## config.mk

```make
export PLATFORM = sky130hd
export DESIGN_NAME = dump_fsm_stage
export DESIGN_NICKNAME = d
export VERILOG_FILES = /design/src/rtl/shake_pkg.sv /design/src/rtl/piso_buffer.sv /design/src/rtl/dump_fsm_stage.sv
export SDC_FILE = /design/constraint.sdc
export NUM_CORES = 2
export LEC_CHECK = 0
export ABC_AREA = 0
export BUFFER_PORTS_ARGS = -buffer_cell sky130_fd_sc_hd__buf_2
export CAP_MARGIN = 20
export CORE_AREA = 4 4 569 571
export CTS_BUF_LIST = sky130_fd_sc_hd__clkbuf_8
export DETAILED_ROUTE_END_ITERATION = 6
export DIE_AREA = 0 0 573 575
export SETUP_SLACK_MARGIN = 0.1
export SYNTH_ARGS = -nofsm -noshare
export SYNTH_HDL_FRONTEND = slang
export SYNTH_HIERARCHICAL = 1
export SYNTH_SLANG_ARGS = --single-unit
```

## constraint.sdc

```tcl
create_clock -name clk -period 3.85 [get_ports clk]
set_clock_uncertainty 0.05 [all_clocks]
set_input_delay 0.77 -clock clk [delete_from_list [all_inputs] [get_ports clk]]
set_output_delay 0.77 -clock clk [all_outputs]
set_load 0.01 [all_outputs]
```

## src/rtl/shake_pkg.sv

```systemverilog
// Shared types and constants for the SHAKE output path.
// Rates are kept both in bytes (length accounting) and in 64-bit lanes (word counting).
package shake_pkg;

    typedef enum logic {
        SHAKE128 = 1'b0,
        SHAKE256 = 1'b1
    } shake_mode_e;

    typedef enum logic [1:0] {
        IDLE       = 2'd0,
        WAIT_BLOCK = 2'd1,
        DUMP       = 2'd2
    } dump_state_e;

    localparam int LANE_W         = 64;
    localparam int RATE_BYTES_128 = 168;
    localparam int RATE_BYTES_256 = 136;
    localparam int RATE_WORDS_128 = 21;
    localparam int RATE_WORDS_256 = 17;

    function automatic logic [7:0] rate_bytes(input shake_mode_e m);
        return (m == SHAKE256) ? 8'(RATE_BYTES_256) : 8'(RATE_BYTES_128);
    endfunction

    function automatic logic [4:0] rate_words(input shake_mode_e m);
        return (m == SHAKE256) ? 5'(RATE_WORDS_256) : 5'(RATE_WORDS_128);
    endfunction

endpackage

```

## src/rtl/piso_buffer.sv

```systemverilog
// Parallel-in / serial-out buffer: loads a whole rate block, presents the low word,
// and shifts right by one word per consumed output.
module piso_buffer #(
    parameter int MAX_RATE_BITS = 1344,
    parameter int W             = 64
) (
    input  logic                     clk,
    input  logic                     rst_n,
    input  logic                     load,
    input  logic                     shift,
    input  logic [MAX_RATE_BITS-1:0] din,
    output logic [W-1:0]             dout
);

    logic [MAX_RATE_BITS-1:0] shreg_q;
    logic [MAX_RATE_BITS-1:0] shreg_d;

    always_comb begin
        shreg_d = shreg_q;
        if (load) begin
            shreg_d = din;
        end else if (shift) begin
            shreg_d = shreg_q >> W;
        end
    end

    always_ff @(posedge clk or negedge rst_n) begin
        if (!rst_n) begin
            shreg_q <= '0;
        end else begin
            shreg_q <= shreg_d;
        end
    end

    assign dout = shreg_q[W-1:0];

endmodule

```

## src/rtl/dump_fsm_stage.sv

```systemverilog
// Output stage of the SHAKE core: serialises squeezed rate blocks into W-bit words,
// tracks remaining output bytes and requests further squeezes when needed.
module dump_fsm_stage
    import shake_pkg::*;
#(
    parameter int W             = 64,
    parameter int MAX_RATE_BITS = 1344,
    parameter int LEN_W         = 32
) (
    input  logic                     clk,
    input  logic                     rst_n,
    input  logic                     start,
    output logic                     hdr_ready,
    input  logic [LEN_W-1:0]         out_len_bytes,
    input  logic                     mode,
    input  logic [MAX_RATE_BITS-1:0] state_in,
    input  logic                     output_buffer_ready,
    output logic                     output_buffer_ready_clr,
    output logic                     squeeze_req,
    output logic [W-1:0]             data_out,
    output logic [W/8-1:0]           keep_out,
    output logic                     valid_out,
    output logic                     last_out,
    input  logic                     ready_in
);

    localparam int KW = W / 8;

    dump_state_e      state_q, state_d;
    shake_mode_e      mode_q, mode_d;
    logic [LEN_W-1:0] rem_q, rem_d;
    logic [4:0]       cnt_q, cnt_d;
    logic             hdr_ready_q, hdr_ready_d;

    logic             load, shift;
    logic             clr, sq;
    logic [W-1:0]     shreg_word;
    logic [LEN_W-1:0] rate_bytes_w;
    logic [LEN_W-1:0] take;
    logic [KW-1:0]    keep_w;
    logic             last_w;
    logic             in_dump;

    assign rate_bytes_w = LEN_W'(rate_bytes(mode_q));
    assign take         = (rem_q >= LEN_W'(KW)) ? LEN_W'(KW) : rem_q;
    assign keep_w       = (rem_q >= LEN_W'(KW)) ? '1
                        : KW'((KW'(1) << rem_q[$clog2(KW)-1:0]) - KW'(1));
    assign last_w       = (rem_q <= LEN_W'(KW));
    assign in_dump      = (state_q == DUMP);

    always_comb begin
        state_d = state_q;
        mode_d  = mode_q;
        rem_d   = rem_q;
        cnt_d   = cnt_q;
        load    = 1'b0;
        shift   = 1'b0;
        clr     = 1'b0;
        sq      = 1'b0;
        case (state_q)
            IDLE: begin
                if (hdr_ready_q && start) begin
                    rem_d  = out_len_bytes;
                    mode_d = shake_mode_e'(mode);
                    if (out_len_bytes != '0) begin
                        state_d = WAIT_BLOCK;
                    end
                end
            end
            WAIT_BLOCK: begin
                if (output_buffer_ready) begin
                    load    = 1'b1;
                    cnt_d   = rate_words(mode_q);
                    clr     = 1'b1;
                    sq      = (rem_q > rate_bytes_w);
                    state_d = DUMP;
                end
            end
            DUMP: begin
                if (ready_in) begin
                    shift = 1'b1;
                    cnt_d = cnt_q - 5'd1;
                    rem_d = rem_q - take;
                    if (last_w) begin
                        state_d = IDLE;
                    end else if (cnt_q == 5'd1) begin
                        state_d = WAIT_BLOCK;
                    end
                end
            end
            default: state_d = IDLE;
        endcase
        // Registered so hdr_ready stays low while reset is held and for the first cycle after.
        hdr_ready_d = (state_d == IDLE);
    end

    always_ff @(posedge clk or negedge rst_n) begin
        if (!rst_n) begin
            state_q     <= IDLE;
            mode_q      <= SHAKE128;
            rem_q       <= '0;
            cnt_q       <= '0;
            hdr_ready_q <= 1'b0;
        end else begin
            state_q     <= state_d;
            mode_q      <= mode_d;
            rem_q       <= rem_d;
            cnt_q       <= cnt_d;
            hdr_ready_q <= hdr_ready_d;
        end
    end

    piso_buffer #(
        .MAX_RATE_BITS(MAX_RATE_BITS),
        .W            (W)
    ) u_piso (
        .clk  (clk),
        .rst_n(rst_n),
        .load (load),
        .shift(shift),
        .din  (state_in),
        .dout (shreg_word)
    );

    assign hdr_ready               = hdr_ready_q;
    assign output_buffer_ready_clr = clr;
    assign squeeze_req             = sq;
    assign valid_out               = in_dump;
    assign data_out                = in_dump ? shreg_word : '0;
    assign keep_out                = in_dump ? keep_w : '0;
    assign last_out                = in_dump & last_w;

endmodule

```

==> run metrics <==
status=completed; Post-synth EDFFs=0; Ys Warns=6; crit-path cells=nor4_4 > nand4_4 > or3_4 > o21a_1 > buf_6; Synth Flop Type=dfrtp_1; fmax=279 MHz; DR iter-0 viols=4875; clock tree sinks=1385; Hold Path Origin=state_in[1084]; placed instance count=11600; RSZ-0062 raised after global routing=yes; Synth Area in Adders=0.0943%; crit path from=rem_q[4]; Initial Utilization=20.9%; vias in the first global route=62500; setup tns final=0 ns; RR Startpoint=rem_q[4]; Reg clk slew, reported paths=0.06 ns; Max VDD drop=375 uV; fill count=32300; first-pass iteration count of the detailed router=6; nature of the critical path endpoint=output port; Async S/R FF share, synth=100%; detailed-route DRC error count=0; wire per inst=22.3 um; final wirelength=301000 um; via count=60800; Core Box Area=0.318 mm^2; measured slew at the worst slew-check pin=1.09 ns; nets=10400; WP data arrival=2.76 ns; Critical Path RT=3.03 ns; Seq/Total Area, Yosys=52.3%; leakage power=40.2 nW; Crit Path Max Fanout=9; Layout Cells excl Fill=13500; global-route usage over all layers=17.5%; pwr dens=640 mW/mm^2; Critical Path Max Stage Delay=0.48 ns; Post-Syn Area=0.0663 mm^2; CTS buffer count=262; period utilisation layout=93.1%; CP max stage cell=dfrtp_2; Pins Over Slew Limit=0; root buffer cell=clkbuf_8; CP startpoint kind=flop; Compound-Gate Fraction of Synth Area=11.3%; TritonCTS clock tree=done; cells after synthesis=6339; H-tree levels=5; DRT antenna net count=0; layout cells sized above 1=22.3%; HP Class=primary input to flop; Synth Net Count=7726; Synth Area in XOR/XNOR=0.0528%; largest net degree at the start of global routing=117; global-route wire length before repair=433000 um; Synth cell types=73; Multi-input gate area=0.0274 mm^2; # IOs=1459; Port Buffers=1458; Die Y=575 um; max cap viols=0; initial antenna violation count=110; minimum clock period=3.58 ns; Seq cells post-synth=1385; Setup violations, final=0; mux cell area share after synthesis=19.4%; worst relative slew slack=27.5%; Reg area=0.0347 mm^2; Mapped Avg Cell Area=10.5 um^2; synth-to-layout area growth=44.7%; Clock Latency Late Sink=0.93 ns; WS Path Type=flop to output port; Die Area=0.329 mm^2; simple-gate share of the synthesized area=10.4%; Via density=4.50; final hold vios=0; Row Count=207; gr ovfl total=0; largest family of logic cells by synthesized area=multiplexers; Max clock buf depth=4; Post-DP HPWL=220000 um; Placer Congestion=0.937; die width=573 um
## placed cells by master (no fill, tap or decap), drive strengths merged, types with 4 or more instances in the layout
| master | netlist | routed |
|---|---|---|
| o22ai | 6 | 6 |
| and3 | 11 | 11 |
| nor4 | 19 | 19 |
| o31a | 4 | 4 |
| a211oi | 5 | 5 |
| o21a | 6 | 6 |
| nand4 | 12 | 12 |
| nor3 | 20 | 20 |
| nand3 | 15 | 15 |
| or2 | 5 | 5 |
| o21ai | 1361 | 1361 |
| and2 | 67 | 67 |
| o211ai | 4 | 4 |
| dfrtp | 1385 | 1385 |
| inv | 7 | 109 |
| nand2 | 1387 | 1387 |
| nand2b | 67 | 67 |
| ha | 5 | 5 |
| nor2 | 32 | 32 |
| o311ai | 8 | 8 |
| a31oi | 5 | 5 |
| buf | 267 | 1658 |
| or3 | 7 | 7 |
| dlygate4sd3 | 0 | 1346 |
| mux2i | 1282 | 1282 |
| clkinv | 1 | 29 |
| or4 | 9 | 9 |
| clkbuf | 278 | 308 |
| diode | 0 | 90 |
| bufinv | 0 | 6 |
| a21oi | 18 | 18 |
## registers in the layout, summed over array words and instances (netlist names)
register,cells
mode_q,1
state_q,2
cnt_q,5
hdr_ready,1
u_piso/shreg_q,1344
rem_q,32
## report_power, final
part	switching, W	total (W)	internal (W)
registers	0.00650	0.0277	0.0212
clock network	0.00707	0.0149	0.00782
logic	0.0101	0.0189	0.00880
total	0.0236	0.0614	0.0378
## worst max-delay path, delay by kind of cell (launching register included)
family                 cells  cell delay [ns]
AND/OR/NAND/NOR            3             0.97
flip-flops                 1             0.48
AO/OA/AOI/OAI              1             0.24
buffers and inverters      1             0.14
## path summary, 6_finish.rpt
kind,end,slack [ns],cells after the start
min in group asynchronous,u_piso/shreg_q[1190],0.38,2
max reg2reg,rem_q[18],0.63,10
min reg2reg,u_piso/shreg_q[1123],0.47,2
min,u_piso/shreg_q[1084],0.17,3
max,keep_out[3],0.27,5
max in group asynchronous,u_piso/shreg_q[410],2.23,4
## cell usage after synthesis (5+ instances only)
| library cell | number | share of area [%] |
|---|---|---|
| dfrtp_1 | 1385 | 52 |
| or3_1 | 5 | 0.047 |
| buf_6 | 15 | 0.25 |
| a21oi_1 | 18 | 0.14 |
| mux2i_1 | 1282 | 19 |
| nand2b_1 | 67 | 0.63 |
| nand3_1 | 14 | 0.11 |
| buf_1 | 15 | 0.085 |
| buf_4 | 87 | 0.98 |
| o22ai_1 | 6 | 0.057 |
| and2_1 | 67 | 0.63 |
| o311ai_0 | 8 | 0.11 |
| o21ai_1 | 1097 | 8.3 |
| nand2_1 | 1386 | 7.8 |
| a31oi_1 | 5 | 0.047 |
| or4_1 | 7 | 0.079 |
| nor3_1 | 19 | 0.14 |
| nor4_1 | 16 | 0.15 |
| and3_1 | 11 | 0.10 |
| buf_12 | 111 | 3.4 |
| nand4_1 | 10 | 0.094 |
| ha_1 | 5 | 0.094 |
| clkbuf_1 | 277 | 1.6 |
| o21ai_0 | 264 | 2.0 |
| o21a_1 | 6 | 0.068 |
| buf_2 | 39 | 0.29 |
| nor2_1 | 32 | 0.18 |
| a211oi_1 | 5 | 0.057 |
| inv_1 | 7 | 0.040 |
## layout make-up
class / count / area share [%]
tap: 4180 / 5.45
sequential: 1385 / 36.1
antenna: 90 / 0.235
timing repair buffer: 3004 / 24.1
inverter: 8 / 0.0470
multi-input combinational: 4401 / 28.5
clock inverter: 137 / 1.05
clock buffer: 308 / 4.42
## stage by stage
stage	total power [W]	instance area [um^2]	setup slack, ns	hold WS [ns]	util (%)
after floorplan	0.0381	66300	0.802	0.424	-
after global placement	0.0445	76800	0.578	0.467	24.2
after detailed placement	0.0451	76800	0.510	0.466	24.2
after CTS	0.0615	95600	0.0734	0.00443	30.1
after global routing	0.0652	95900	0.0641	0.0466	30.2
final	0.0614	95900	0.266	0.168	30.2
## cells by family (layout without fill, tap and decap cells)
kind of cell               after synthesis  in the layout
AOI/OAI and AO/OA                     1449           1449
xor gates and xnor gates                 4              4
adders and majority gates                5              5
buffers and inverters                  553           3457
DFF                                   1385           1385
muxes                                 1282           1282
other                                    1             91
and+or+nand+nor                       1660           1660
## routing by layer
metal  vias up  track usage (%)  wire length (um)
met5         -                0               179
met4        28             11.1             21000
met3       921             3.61             20600
met2      3028             27.4            136000
met1     29300             22.0            123000
li1      27500                -                 -
## timing repair
action                      CTS  global route
hold endpoints to repair   1387             0
setup buffers                 6             5
setup endpoints to repair     9            10
pin swaps                     4             7
gates resized for setup      12            12
hold buffers               1346             0
Note: power is estimated with default switching activity, not from simulation.
